==> src/rtl/store_buffer.sv <==
// Store buffer: formats store data into big-endian byte lanes with byte enables,
// queues up to two writes and drains them to data memory over a valid/ack handshake.
module store_buffer (
  input  logic        clk,
  input  logic        reset,
  input  logic        st_valid,
  output logic        st_ready,
  input  logic [0:31] st_addr,
  input  logic [0:31] st_data,
  input  logic [0:1]  DSize,
  output logic        mem_wr,
  output logic [0:31] mem_addr,
  output logic [0:31] mem_wdata,
  output logic [0:3]  mem_be,
  input  logic        mem_ack,
  output logic        misalign,
  output logic [0:1]  count
);

  logic [0:31] addrMem [2];
  logic [0:31] dataMem [2];
  logic [0:3]  beMem   [2];
  logic        rdPtr;
  logic        wrPtr;

  logic [0:31] fmtData;
  logic [0:3]  fmtBe;
  logic        drop;
  logic        accept;
  logic        push;
  logic        pop;

  // Lane replication and byte-enable generation; be[0] is the lowest byte address.
  always_comb begin
    fmtData = st_data;
    fmtBe   = 4'b0000;
    drop    = 1'b0;
    case (DSize)
      2'd0: begin
        fmtData = {4{st_data[24:31]}};
        fmtBe   = 4'b1000 >> st_addr[30:31];
      end
      2'd1: begin
        fmtData = {2{st_data[16:31]}};
        fmtBe   = st_addr[30] ? 4'b0011 : 4'b1100;
        drop    = st_addr[31];
      end
      2'd3: begin
        fmtData = st_data;
        fmtBe   = 4'b1111;
        drop    = (st_addr[30:31] != 2'b00);
      end
      default: begin
        drop = 1'b1;
      end
    endcase
  end

  // Dropped stores still complete the handshake but never occupy an entry.
  always_comb begin
    st_ready = (count != 2'd2);
    mem_wr   = (count != 2'd0);
    accept   = st_valid && st_ready;
    push     = accept && !drop;
    pop      = mem_wr && mem_ack;
  end

  always_comb begin
    mem_addr  = '0;
    mem_wdata = '0;
    mem_be    = '0;
    if (mem_wr) begin
      mem_addr  = addrMem[rdPtr];
      mem_wdata = dataMem[rdPtr];
      mem_be    = beMem[rdPtr];
    end
  end

  // Entry storage needs no reset: the outputs are masked whenever count is 0.
  always_ff @(posedge clk) begin
    if (push) begin
      addrMem[wrPtr] <= {st_addr[0:29], 2'b00};
      dataMem[wrPtr] <= fmtData;
      beMem[wrPtr]   <= fmtBe;
    end
  end

  always_ff @(posedge clk) begin
    if (reset) begin
      count    <= 2'd0;
      rdPtr    <= 1'b0;
      wrPtr    <= 1'b0;
      misalign <= 1'b0;
    end else begin
      misalign <= accept && drop;
      if (push) begin
        wrPtr <= ~wrPtr;
      end
      if (pop) begin
        rdPtr <= ~rdPtr;
      end
      case ({push, pop})
        2'b10:   count <= count + 2'd1;
        2'b01:   count <= count - 2'd1;
        default: count <= count;
      endcase
    end
  end

endmodule
==> config.mk <==
export PLATFORM = sky130hd
export DESIGN_NAME = store_buffer
export DESIGN_NICKNAME = d
export VERILOG_FILES = /design/src/rtl/store_buffer.sv
export SDC_FILE = /design/constraint.sdc
export NUM_CORES = 1
export LEC_CHECK = 0
export BUFFER_PORTS_ARGS = -buffer_cell sky130_fd_sc_hd__buf_2
export CORE_UTILIZATION = 55
export DETAILED_ROUTE_END_ITERATION = 8
export PLACE_DENSITY = 0.82
export SYNTH_ARGS = -nofsm -noshare
export SYNTH_HDL_FRONTEND = slang
export SYNTH_SLANG_ARGS = --single-unit
export TNS_END_PERCENT = 30
==> constraint.sdc <==
create_clock -name clk -period 9.44 [get_ports clk]
set_clock_uncertainty 0.2 [all_clocks]
set_input_delay 1.416 -clock clk [delete_from_list [all_inputs] [get_ports clk]]
set_output_delay 1.416 -clock clk [all_outputs]
set_load 0.005 [all_outputs]
# Word-level counts from Yosys, hierarchy flattened
# Memory sizes are Yosys's and may differ from the RTL's. A register that Yosys moved wholly into a read port is not among the register bits.
# Cells that the tools add are included.
totals:
  reg_bits: 5
  inputBits: 70
  ramBits: 132
  output_inout_bits: 73
  mem_count: 3
op_classes:
  addsub: 2
  mux: 16
  n_eq_ne: 5
  bitwise_logic: 2
  reduce_logical: 9
  shifts: 1
mem_list:
  columns: ["name", "depth", "width", "rd", "rd_clocked_by_memory_dff", "wr", "line_no", "source"]
  rows:
  - ["dataMem", 2, 32, 1, 1, 1, "21", "logic [0:31] dataMem [2];"]
  - ["addrMem", 2, 30, 1, 1, 1, "20", "logic [0:31] addrMem [2];"]
  - ["beMem", 2, 4, 1, 1, 1, "22", "logic [0:3] beMem [2];"]
ops:
  columns: ["operator", "count"]
  rows:
  - ["$mux W32", 2]
  - ["$pmux W32 S2", 1]
  - ["$pmux W4 S3", 1]
  - ["$mux W1", 8]
  - ["$mux W4", 2]
  - ["$reduce_bool A2 Y1", 3]
  - ["$eq A2 B1 Y1 const B", 2]
  - ["$eq A2 B2 Y1 const B", 2]
  - ["$logic_and A1 B1 Y1", 4]
  - ["$pmux W2 S2", 1]
  - ["$shr A4 B2 Y4 const A", 1]
  - ["$pmux W1 S3", 1]
  - ["$add A2 B1 Y2 const B", 1]
  - ["$logic_not A2 Y1", 1]
  - ["$ne A2 B2 Y1 const B", 1]
  - ["$not A1 Y1", 2]
  - ["$sub A2 B1 Y2 const B", 1]
  - ["$logic_not A1 Y1", 1]

# Logic depth before layout (Yosys ltp)
# Gate-level depths: netlist of run 1.
depth:
  word_depth: 6
  mapped_depth: 6
  depth_no_buf: 6

# Worst setup path before layout of run 1
# OpenSTA, ideal clock, no wires.
synth_timing:
  kind: "input-to-reg"
  startpoint: "in st_addr[30] in the netlist's numbering"
  endpoint: "mem addrMem[0][0] in the netlist's numbering (enable)"
  path_slack_ps: 4178
  path_stages: 3
  t_arrival_ps: 4572
  setup_ps: 491
  cell_sequence: "and2b_1 > o2111ai_4 > nor2_1"
synth_between:
  elab_chain_len: 6
synth_lines:
  columns: ["element", "line_no", "source"]
  rows:
  - ["start: declaration", "8", "input logic [0:31] st_addr,"]
  - ["$reduce_bool A2 Y1", "51", "drop = (st_addr[30:31] != 2'b00);"]
  - ["$pmux W1 S3", "38", "case (DSize)"]
  - ["$logic_not A1 Y1", "64", "push = accept && !drop;"]
  - ["$logic_and A1 B1 Y1", "64", null]
  - ["$mux W1", "81", "if (push) begin"]
  - ["$mux W1 (implied by the code)", "82", "addrMem[wrPtr] <= {st_addr[0:29], 2'b00};"]
  - ["end: declaration", "20", null]
# No other way between the ends.

==> results.sh, run 1 <==
export IMPL_dp_cells=625
export IMPL_yosysUniqueCellTypes=25
export IMPL_final_period_utilization_pct=40.6
export IMPL_final_net_count=582
export IMPL_largest_family_of_logic_cells_by_synthesized_area="multiplexers"
export IMPL_finalMaxSlewViolations=0
export IMPL_synth_edff_count=132
export IMPL_ys_warn_count=0
export IMPL_postSynth_asyncResetShare_pct=0
export IMPL_power_share_sequential_pct=43.5
export IMPL_h_tree_depth=4
export IMPL_timing_critical_path_arrival_ns=2.21
export IMPL_synth_compound_area_share_pct=1.61
export IMPL_core_area_um2=9860
export IMPL_crit_reg2reg_capture="dataMem[1][27]"
export IMPL_antenna_found_initial=0
export IMPL_layout_area_seq_um2=4090
export IMPL_clockBufferDepth=2
export IMPL_start_util_pct=57.5
export IMPL_synth_common_cells="sky130_fd_sc_hd__edfxtp_1, sky130_fd_sc_hd__nor2_1, sky130_fd_sc_hd__mux2i_1, sky130_fd_sc_hd__mux2_2, sky130_fd_sc_hd__o21ai_0"
export IMPL_gr_usage_all_layers_pct=21.3
export IMPL_holdCritStartpoint="rdPtr"
export IMPL_post_cts_buffers=0
export IMPL_dp_hpwl_mm=6.59
export IMPL_synth_seq_cells=138
export IMPL_cpMaxStageDelayCell="sky130_fd_sc_hd__dfxtp_4"
export IMPL_reg2regPathDepth=4
export IMPL_dieWidth_um=104
export IMPL_detail_route_vias_per_cell=5.23
export IMPL_fmax_ghz=0.261
export IMPL_multiInputGateArea_um2=1480
export IMPL_crit_required_ns=7.82
export IMPL_wl_per_cell_um=16.1
export IMPL_cts_sinks=138
export IMPL_antenna_diode_count=0
export IMPL_path_delay_family="flip-flops"
export IMPL_drtIter0Drc=244
export IMPL_yosys_mux_area_fraction_pct=16.5
export IMPL_gp_routability_congestion=0.765
export IMPL_power_combinational_fraction_pct=22.3
export IMPL_design_die_area_um2=10700
export IMPL_global_route_overflow_total=0
export IMPL_most_frequent_cell_after_synthesis="sky130_fd_sc_hd__edfxtp_1"
export IMPL_clock_latency_ns=0.51
export IMPL_largest_net_degree_at_the_start_of_global_routing=68
export IMPL_worst_hold_path_num_cells=2
export IMPL_synthXorXnorAreaFrac_pct=0.463
export IMPL_worst_slew_pin_transition_ns=1.14
export IMPL_clk_transition_reported_paths_ns=0.06
export IMPL_vias=3437
export IMPL_final_setup_viol_count=0
export IMPL_power_density_nw_per_um2=257
export IMPL_wire_length_of_the_first_global_routing_pass_mm=17.4
export IMPL_max_cap_violations=0
export IMPL_sw_frac_of_total_pct=28.5
export IMPL_postSynthCellCount=369
export IMPL_cp_buffers_inverters=1
export IMPL_root_buffer="sky130_fd_sc_hd__clkbuf_8"
export IMPL_endpoint_kind="primary output"
export IMPL_synth_ff_type="sky130_fd_sc_hd__edfxtp_1"
export IMPL_timing_setup_critical_path_class="register to primary output"
export IMPL_area_share_of_the_leading_cell_type_in_the_synthesized_netlist_pct=69.9
export IMPL_layout_filler_cells=679
export IMPL_synth_seq_area_share_pct=72.0
export IMPL_layout_setup_ws_ns=5.61
export IMPL_drtAntennaViolNets=0
export IMPL_first_global_vias=3535
export IMPL_syn_to_final_growth_pct=24.1
export IMPL_drive_gt1_share_pct=38.0
export IMPL_post_synth_top_area_cell="sky130_fd_sc_hd__edfxtp_1"
export IMPL_tns_ns=0
export IMPL_grt_setup_unrepaired="false"
export IMPL_die_h_um=104
export IMPL_r2r_start="count[1]"
export IMPL_timing_final_crit_period_ns=3.83
export IMPL_std_cell_rows=36
export IMPL_instances_no_fill=657
export IMPL_max_stage_delay_ns=1.10
export IMPL_yosys_area_share_adder_pct=0.221
export IMPL_ctsHoldBuffers=0
export IMPL_post_synth_main_area_contributors="sky130_fd_sc_hd__edfxtp_1, sky130_fd_sc_hd__mux2i_1, sky130_fd_sc_hd__nor2_1"
export IMPL_vdd_drop_max_uv=155
export IMPL_total_switching_power_w=0.000516
export IMPL_drt_wl_total_mm=10.6
export IMPL_crit_path_cell_trace="mux2i_1, nor2_1, buf_2"
export IMPL_tritoncts="done"
export IMPL_post_cts_resized=0
export IMPL_hold_path_class="register to register"
export IMPL_path_max_fanout=66
export IMPL_timing_final_hold_violations=0
export IMPL_start_kind="register"
export IMPL_syn_mean_instance_area_um2=15.4
export IMPL_timing_hold_ws_ns=0.326
export IMPL_worst_r2r_setup_slack_ns=6.66
export IMPL_post_synth_and_or_nand_nor_area_fraction_pct=6.79
export IMPL_run_status="finished clean"
export IMPL_input_output_buffers=140
export IMPL_post_synthesis_instance_area_um2=5670
export IMPL_drc_viols=0
export IMPL_dpl_worst_slack_ns=5.29
export IMPL_boundaryPins=143
export IMPL_drt_pass1_iterations=5
export IMPL_power_leakage_nw=2.72
export IMPL_timing_max_slew_rel_slack_pct=24.0
export IMPL_clockPowerShare_pct=34.2
export IMPL_cts_buffers=17
export IMPL_cell_int_power_w=0.00129
==> power groups by stage <==
| stage | clock (W) | combinational (W) | sequential [W] |
|---|---|---|---|
| after CTS | 0.000628 | 0.000407 | 0.000788 |
| after floorplan | 0 | 0.000281 | 0.000750 |
| after global routing | 0.000649 | 0.000446 | 0.000795 |
| final | 0.000618 | 0.000403 | 0.000786 |
| after detailed placement | 0 | 0.000404 | 0.000800 |
| after global placement | 0 | 0.000399 | 0.000797 |
==> layout make-up <==
type | instances | share of cell area [%]
Clock inverter | 15 | 2.15
Tap cell | 133 | 2.36
Multi-Input combinational cell | 207 | 21.0
Clock buffer | 17 | 5.88
Timing Repair Buffer | 143 | 10.3
Sequential cell | 138 | 58.1
Inverter | 4 | 0.213
==> cells by family (layout without fill, tap and decap cells) <==
| kind of cell | after synthesis | after routing |
|---|---|---|
| flops | 138 | 138 |
| simple gates | 96 | 96 |
| mux | 91 | 91 |
| buf+inv | 25 | 179 |
| compound gates | 14 | 14 |
| xor+xnor | 3 | 3 |
| fa+ha+maj | 1 | 1 |
| other cells | 1 | 2 |
==> through the flow <==
step | area (um2) | power (W) | util (%)
after global placement | 6470 | 0.00120 | 65.6
after global routing | 7040 | 0.00189 | 71.4
after floorplan | 5680 | 0.00103 | -
final | 7040 | 0.00181 | 71.4
after CTS | 7040 | 0.00182 | 71.4
after detailed placement | 6470 | 0.00120 | 65.6
==> placed cells by master (no fill, tap or decap), types with 4 or more instances in the layout <==
master                      instances
sky130_fd_sc_hd__clkbuf_16         16
sky130_fd_sc_hd__nor2_1            78
sky130_fd_sc_hd__mux2_2            16
sky130_fd_sc_hd__o21ai_0           11
sky130_fd_sc_hd__edfxtp_1         132
sky130_fd_sc_hd__inv_1              4
sky130_fd_sc_hd__nand2_1            9
sky130_fd_sc_hd__dfxtp_1            5
sky130_fd_sc_hd__mux2i_1           74
sky130_fd_sc_hd__buf_2            140
sky130_fd_sc_hd__clkinv_2           5
==> worst min-delay path, delay by kind of cell (launching register included) <==
family	cells	cell delay (ns)
simple gates	1	0.08
xor+xnor	1	0.09
flops	1	0.33
==> state kept, by name (all words and copies together), names as in the netlist, named ones only <==
name	count
misalign	1
addrMem	60
dataMem	64
count	2
wrPtr	1
beMem	8
rdPtr	1
==> metal layers <==
metal / GRT usage [%] / vias to the layer above / wire [um]
li1: - / 1634 / -
met1: 27.6 / 1615 / 4420
met2: 34.2 / 175 / 5130
met3: 5.73 / 13 / 921
met4: 8.49 / 0 / 103
met5: 0 / - / 0
==> worst max-delay path by stage <==
stage,from,end,slack [ns],cells past startpoint
6_report,register,mem_be[2],5.61,3
5_1_grt,register,mem_be[2],5.46,3
4_1_cts,register,mem_be[2],5.54,3
3_5_place_dp,DSize[1],dataMem[1][21],5.29,5
3_3_place_gp,DSize[1],dataMem[1][21],5.35,5
2_1_floorplan,st_addr[30],addrMem[0][0],4.18,3
Power figures use the tool's default switching activity.
==> run 2, diff against run 1 <==
--- a/config.mk
+++ b/config.mk
@@ -6,9 +6,9 @@
 export NUM_CORES = 1
 export LEC_CHECK = 0
 export BUFFER_PORTS_ARGS = -buffer_cell sky130_fd_sc_hd__buf_2
-export CORE_UTILIZATION = 55
+export CORE_UTILIZATION = 48
 export DETAILED_ROUTE_END_ITERATION = 8
-export PLACE_DENSITY = 0.82
+export PLACE_DENSITY = 0.76
 export SYNTH_ARGS = -nofsm -noshare
 export SYNTH_HDL_FRONTEND = slang
 export SYNTH_SLANG_ARGS = --single-unit
==> constraint.sdc (replaced) <==
create_clock -name clk -period 3.5 [get_ports clk]
set_clock_uncertainty 0.2 [all_clocks]
set_input_delay 0.525 -clock clk [delete_from_list [all_inputs] [get_ports clk]]
set_output_delay 0.525 -clock clk [all_outputs]
set_load 0.005 [all_outputs]
==> run 2 against run 1 <==
  * Worst setup slack got worse by 4.8 ns
  * Worst hold slack lost 0.22 ns
  * Total power increased to 2.7 times the previous value
  * Clock power increased to 2.8 times the previous value
  * Clock-buffer cell count grew 2
  * Die area increased by 14%
  * Flip-flop and latch count did not move
  * Final cell count rose by 2.1%
  * Critical path type unchanged
==> results.sh, run 2 (same netlist as run 1, synthesis figures left out) <==
export IMPL_boundaryPins=143
export IMPL_gr_usage_all_layers_pct=18.6
export IMPL_drc_viols=0
export IMPL_timing_max_slew_rel_slack_pct=63.4
export IMPL_detail_route_vias_per_cell=5.08
export IMPL_timing_final_crit_period_ns=2.71
export IMPL_first_global_vias=3400
export IMPL_crit_required_ns=2.77
export IMPL_reg2regPathDepth=4
export IMPL_endpoint_kind="primary output"
export IMPL_root_buffer="sky130_fd_sc_hd__clkbuf_16"
export IMPL_final_setup_viol_count=0
export IMPL_antenna_found_initial=0
export IMPL_worstSetupEndpoint="mem_wdata[28]"
export IMPL_ctsHoldBuffers=0
export IMPL_holdCritStartpoint="st_addr[3]"
export IMPL_worst_r2r_setup_slack_ns=1.43
export IMPL_max_cap_violations=0
export IMPL_dieWidth_um=111
export IMPL_drt_wl_total_mm=10.8
export IMPL_placement_cell_area_um2=6540
export IMPL_h_tree_depth=4
export IMPL_dp_hpwl_mm=7.17
export IMPL_fmax_ghz=0.368
export IMPL_timing_final_hold_violations=0
export IMPL_clockBufferDepth=2
export IMPL_power_leakage_nw=2.75
export IMPL_run_status="finished clean"
export IMPL_dp_cells=640
export IMPL_timing_setup_critical_path_class="register to primary output"
export IMPL_hold_path_class="primary input to register"
export IMPL_design_die_area_um2=12300
export IMPL_vias=3411
export IMPL_layout_top_registers="dataMem x64, addrMem x60, beMem x8"
export IMPL_antenna_diode_count=0
export IMPL_drtAntennaViolNets=0
export IMPL_tns_ns=0
export IMPL_die_h_um=111
export IMPL_start_kind="register"
export IMPL_instances_no_fill=671
export IMPL_post_cts_resized=0
export IMPL_wire_length_of_the_first_global_routing_pass_mm=17.4
export IMPL_r2r_start="count[1]"
export IMPL_std_cell_rows=39
export IMPL_post_cts_buffers=0
export IMPL_cts_sinks=138
export IMPL_largest_net_degree_at_the_start_of_global_routing=38
export IMPL_final_period_utilization_pct=77.6
export IMPL_final_cell_area_um2=7100
export IMPL_wl_per_cell_um=16.1
export IMPL_clock_latency_ns=0.40
export IMPL_timing_hold_ws_ns=0.110
export IMPL_core_area_um2=11500
export IMPL_start_util_pct=49.5
export IMPL_mostFrequentLayoutCells="sky130_fd_sc_hd__buf_2, sky130_fd_sc_hd__edfxtp_1, sky130_fd_sc_hd__nor2_1, sky130_fd_sc_hd__mux2i_1, sky130_fd_sc_hd__clkbuf_16"
export IMPL_cts_buffers=17
export IMPL_power_density_nw_per_um2=693
export IMPL_largest_reg_flops=64
export IMPL_tritoncts="done"
export IMPL_clk_transition_reported_paths_ns=0.06
export IMPL_timing_critical_path_arrival_ns=1.99
export IMPL_syn_to_final_growth_pct=25.1
export IMPL_input_output_buffers=140
export IMPL_finalMaxSlewViolations=0
export IMPL_final_net_count=587
export IMPL_layout_cells_most_common="sky130_fd_sc_hd__buf_2"
export IMPL_regMostFlops="dataMem"
export IMPL_drt_pass1_iterations=4
export IMPL_worst_slew_pin_transition_ns=0.548
export IMPL_vdd_drop_max_uv=394
export IMPL_drive_gt1_share_pct=37.1
export IMPL_crit_reg2reg_capture="dataMem[1][5]"
export IMPL_global_route_overflow_total=0
export IMPL_path_max_fanout=37
export IMPL_layout_filler_cells=861
export IMPL_drtIter0Drc=175
export IMPL_grt_setup_unrepaired="false"
export IMPL_gp_routability_congestion=0.727
-- run 2: cell types whose count changed in the layout (fill, tap and decap cells not counted), moves of 2 or more --
cell	before	now
sky130_fd_sc_hd__clkinv_4	3	0
sky130_fd_sc_hd__inv_6	2	0
sky130_fd_sc_hd__clkbuf_1	0	2
sky130_fd_sc_hd__buf_4	3	7
sky130_fd_sc_hd__clkinvlp_4	3	1
sky130_fd_sc_hd__clkinv_2	5	3
sky130_fd_sc_hd__clkinv_1	0	5
-- run 2: final cells by class --
| cell class | instances | area [um2] | area share, % |
|---|---|---|---|
| sequential | 138 | 4090 | 57.6 |
| clock inverter | 12 | 131 | 1.85 |
| timing repair buffer | 148 | 773 | 10.9 |
| tap | 143 | 179 | 2.52 |
| multi-input combinational | 207 | 1480 | 20.9 |
| clock buffer | 19 | 433 | 6.10 |
| inverter | 4 | 15.0 | 0.211 |
-- run 2: worst min-delay path by stage --
stage | cells past startpoint | end | slack (ns)
floorplan | 2 | register | 0.27
global placement | 2 | rdPtr | 0.29
detailed placement | 2 | rdPtr | 0.30
CTS | 1 | addrMem[0][26] | 0.09
global route | 1 | addrMem[0][0] | 0.1
finish | 1 | addrMem[0][26] | 0.11
-- run 2: critical path, cell delays in order, from the launching register on --
cell and delay (ns):
sky130_fd_sc_hd__dfxtp_4 0.69, sky130_fd_sc_hd__buf_12 0.34, sky130_fd_sc_hd__mux2i_1 0.27, sky130_fd_sc_hd__nor2_1 0.08, sky130_fd_sc_hd__buf_2 0.15
-- run 2: stage by stage --
step	utilization, %	power, W	setup WS [ns]
after detailed placement	57.0	0.00327	1.03
after global routing	61.9	0.00516	0.684
after global placement	57.0	0.00325	1.09
after CTS	61.9	0.00498	0.769
after floorplan	-	0.00278	-0.871
final	61.9	0.00492	0.786
-- run 2: metal layers --
metal	vias to the layer above	GRT usage [%]	share of wire, %
met2	141	28.5	47
li1	1639	-	-
met3	14	6.07	7.5
met5	-	0	0
met1	1617	24.9	44
met4	0	6.84	1.3
-- run 2: report_power, final --
| part | switching, W | total [W] | internal, W |
|---|---|---|---|
| combinational | 0.000636 | 0.00117 | 0.000532 |
| sequential | 0.000100 | 0.00205 | 0.00195 |
| clock | 0.000603 | 0.00170 | 0.00110 |
==> run 3, diff against run 2 <==
--- a/config.mk
+++ b/config.mk
@@ -6,9 +6,9 @@
 export NUM_CORES = 1
 export LEC_CHECK = 0
 export BUFFER_PORTS_ARGS = -buffer_cell sky130_fd_sc_hd__buf_2
-export CORE_UTILIZATION = 48
+export CORE_UTILIZATION = 53
 export DETAILED_ROUTE_END_ITERATION = 8
-export PLACE_DENSITY = 0.76
+export PLACE_DENSITY = 0.8
 export SYNTH_ARGS = -nofsm -noshare
 export SYNTH_HDL_FRONTEND = slang
 export SYNTH_SLANG_ARGS = --single-unit
==> constraint.sdc (replaced) <==
create_clock -name clk -period 2.7 [get_ports clk]
set_clock_uncertainty 0.2 [all_clocks]
set_input_delay 0.405 -clock clk [delete_from_list [all_inputs] [get_ports clk]]
set_output_delay 0.405 -clock clk [all_outputs]
set_load 0.005 [all_outputs]
==> run 3 against run 2 <==
  * Register-to-register slack lost 0.70 ns
  * Die area shrank 9.3%
  * Utilization grew 11 points
  * Cell area grew 6.3%
  * Worst hold slack lost 0.084 ns
  * Sequential share of layout area shrank 3.4 points
  * Flip-flop and latch count is the same
  * Via count grew 6.9%
  * Global-route usage grew 3.1 points
  * Non-clock buffer count grew 40
  * Total power grew 32%
  * Critical path type unchanged
==> results.sh, run 3 (same netlist as run 1, synthesis figures left out) <==
export IMPL_run_status="finished clean"
export IMPL_timing_final_hold_violations=0
export IMPL_gp_routability_congestion=0.732
export IMPL_sw_frac_of_total_pct=28.1
export IMPL_max_stage_delay_ns=0.60
export IMPL_max_cap_violations=0
export IMPL_dp_hpwl_mm=6.81
export IMPL_power_share_sequential_pct=40.5
export IMPL_clk_transition_reported_paths_ns=0.06
export IMPL_wire_length_of_the_first_global_routing_pass_mm=18.0
export IMPL_clockPowerShare_pct=34.8
export IMPL_clock_latency_ns=0.49
export IMPL_path_max_fanout=33
export IMPL_wl_per_cell_um=16.4
export IMPL_cts_sinks=138
export IMPL_layout_top_registers="dataMem x64, addrMem x60, beMem x8"
export IMPL_drtAntennaViolNets=0
export IMPL_crit_required_ns=2.10
export IMPL_mostFrequentLayoutCells="sky130_fd_sc_hd__buf_2, sky130_fd_sc_hd__edfxtp_1, sky130_fd_sc_hd__nor2_1, sky130_fd_sc_hd__mux2i_1, sky130_fd_sc_hd__dlygate4sd3_1"
export IMPL_timing_setup_critical_path_class="register to primary output"
export IMPL_design_die_area_um2=11100
export IMPL_hold_path_class="primary input to register"
export IMPL_detail_route_vias_per_cell=5.17
export IMPL_syn_to_final_growth_pct=33.0
export IMPL_first_global_vias=3703
export IMPL_regMostFlops="dataMem"
export IMPL_worst_hold_path_num_cells=2
export IMPL_tns_ns=0
export IMPL_drt_pass1_iterations=5
export IMPL_crit_reg2reg_capture="count[0]"
export IMPL_std_cell_rows=37
export IMPL_worst_r2r_setup_slack_ns=0.73
export IMPL_holdCritStartpoint="st_data[14]"
export IMPL_power_density_nw_per_um2=864
export IMPL_start_kind="register"
export IMPL_vdd_drop_max_uv=597
export IMPL_drt_wl_total_mm=11.5
export IMPL_h_tree_depth=4
export IMPL_power_leakage_nw=2.93
export IMPL_timing_critical_path_arrival_ns=1.91
export IMPL_drive_gt1_share_pct=35.5
export IMPL_total_switching_power_w=0.00183
export IMPL_r2r_start="count[1]"
export IMPL_drtIter0Drc=193
export IMPL_root_buffer="sky130_fd_sc_hd__clkbuf_8"
export IMPL_hold_path_end="dataMem[0][17]"
export IMPL_grt_setup_unrepaired="false"
export IMPL_antenna_diode_count=0
export IMPL_boundaryPins=143
export IMPL_tritoncts="done"
export IMPL_timing_max_slew_rel_slack_pct=65.3
export IMPL_power_total_w=0.00652
export IMPL_clockBufferDepth=2
export IMPL_core_area_um2=10400
export IMPL_endpoint_kind="primary output"
export IMPL_vias=3647
export IMPL_final_setup_viol_count=0
export IMPL_largest_reg_flops=64
export IMPL_cell_int_power_w=0.00468
export IMPL_crit_path_cell_trace="buf_12, mux2i_1, nor2_1, buf_2"
export IMPL_dieWidth_um=105
export IMPL_finalMaxSlewViolations=0
export IMPL_antenna_found_initial=0
export IMPL_largest_net_degree_at_the_start_of_global_routing=67
export IMPL_final_net_count=627
export IMPL_input_output_buffers=140
export IMPL_gr_usage_all_layers_pct=21.7
export IMPL_layout_cells_most_common="sky130_fd_sc_hd__buf_2"
export IMPL_power_combinational_fraction_pct=24.7
export IMPL_cpMaxStageDelayCell="sky130_fd_sc_hd__dfxtp_4"
export IMPL_worst_slew_pin_transition_ns=0.520
export IMPL_fmax_ghz=0.398
export IMPL_reg2regPathDepth=5
export IMPL_cts_buffers=17
export IMPL_final_period_utilization_pct=93.0
export IMPL_post_cts_resized=0
export IMPL_drc_viols=0
export IMPL_timing_final_crit_period_ns=2.51
export IMPL_global_route_overflow_total=0
export IMPL_start_util_pct=54.7
export IMPL_die_h_um=105
[run 3: changes by cell type in the layout (fill, tap and decap cells not counted), sizes merged]
cell / previous run / this run
dlygate4sd3: 0 / 40
clkinvlp: 1 / 2
clkinv: 8 / 7
inv: 4 / 5
[run 3: power by group through the flow]
stage	clock (W)	combinational, W	sequential, W
floorplan	0	0.000984	0.00262
finish	0.00227	0.00161	0.00264
global route	0.00238	0.00176	0.00266
global placement	0	0.00154	0.00268
CTS	0.00230	0.00161	0.00264
detailed placement	0	0.00156	0.00269
[run 3: routing by layer]
layer  vias up  GRT usage, %  share of wire [%]
met2       149          38.3                 51
met1      1762          26.1                 42
met3         6          5.38                6.3
met4         0          7.04               0.55
li1       1730             -                  -
met5         -             0                  0
[run 3: metrics by stage]
stage	hold WS, ns	cells	util [%]	setup WS [ns]	cell area [um2]
floorplan	0.272	370	-	-0.451	5680
global placement	0.288	633	63.2	0.638	6550
detailed placement	0.291	633	63.2	0.614	6550
CTS	0.00137	705	72.8	0.141	7550
global route	0.00264	705	72.8	0.0484	7550
finish	0.0265	705	72.8	0.188	7550
[run 3: cell type report]
cell class,instances,area [um2]
clock buffers,19,422
clock inverters,13,171
fillers,697,2820
inverters,4,15.0
multi-input cells,207,1480
flip-flops and latches,138,4090
well taps,136,170
repair buffers,188,1200
[run 3: worst max-delay path: cells and delay by family (launching register included)]
kind	cells	cell delay [ns]
flops	1	0.60
buf+inv	2	0.44
mux	1	0.27
simple gates	1	0.07
[run 3: timing repair]
| item | 4_1_cts | 5_1_grt |
|---|---|---|
| hold buffers | 40 | 0 |
| setup buffers | 0 | 0 |
| endpoints found under the setup margin | 0 | 0 |
| endpoints found under the hold margin | 82 | 0 |
[run 3: how the worst max path moves through the flow]
stage	start	to	slack [ns]	cells past startpoint
floorplan	st_addr[30]	addrMem[0][0]	-0.45	3
global placement	st_addr[30]	count[0]	0.64	6
detailed placement	st_addr[30]	count[0]	0.61	6
CTS	register	mem_addr[6]	0.14	4
global route	register	mem_wdata[24]	0.05	4
finish	register	mem_addr[5]	0.19	4
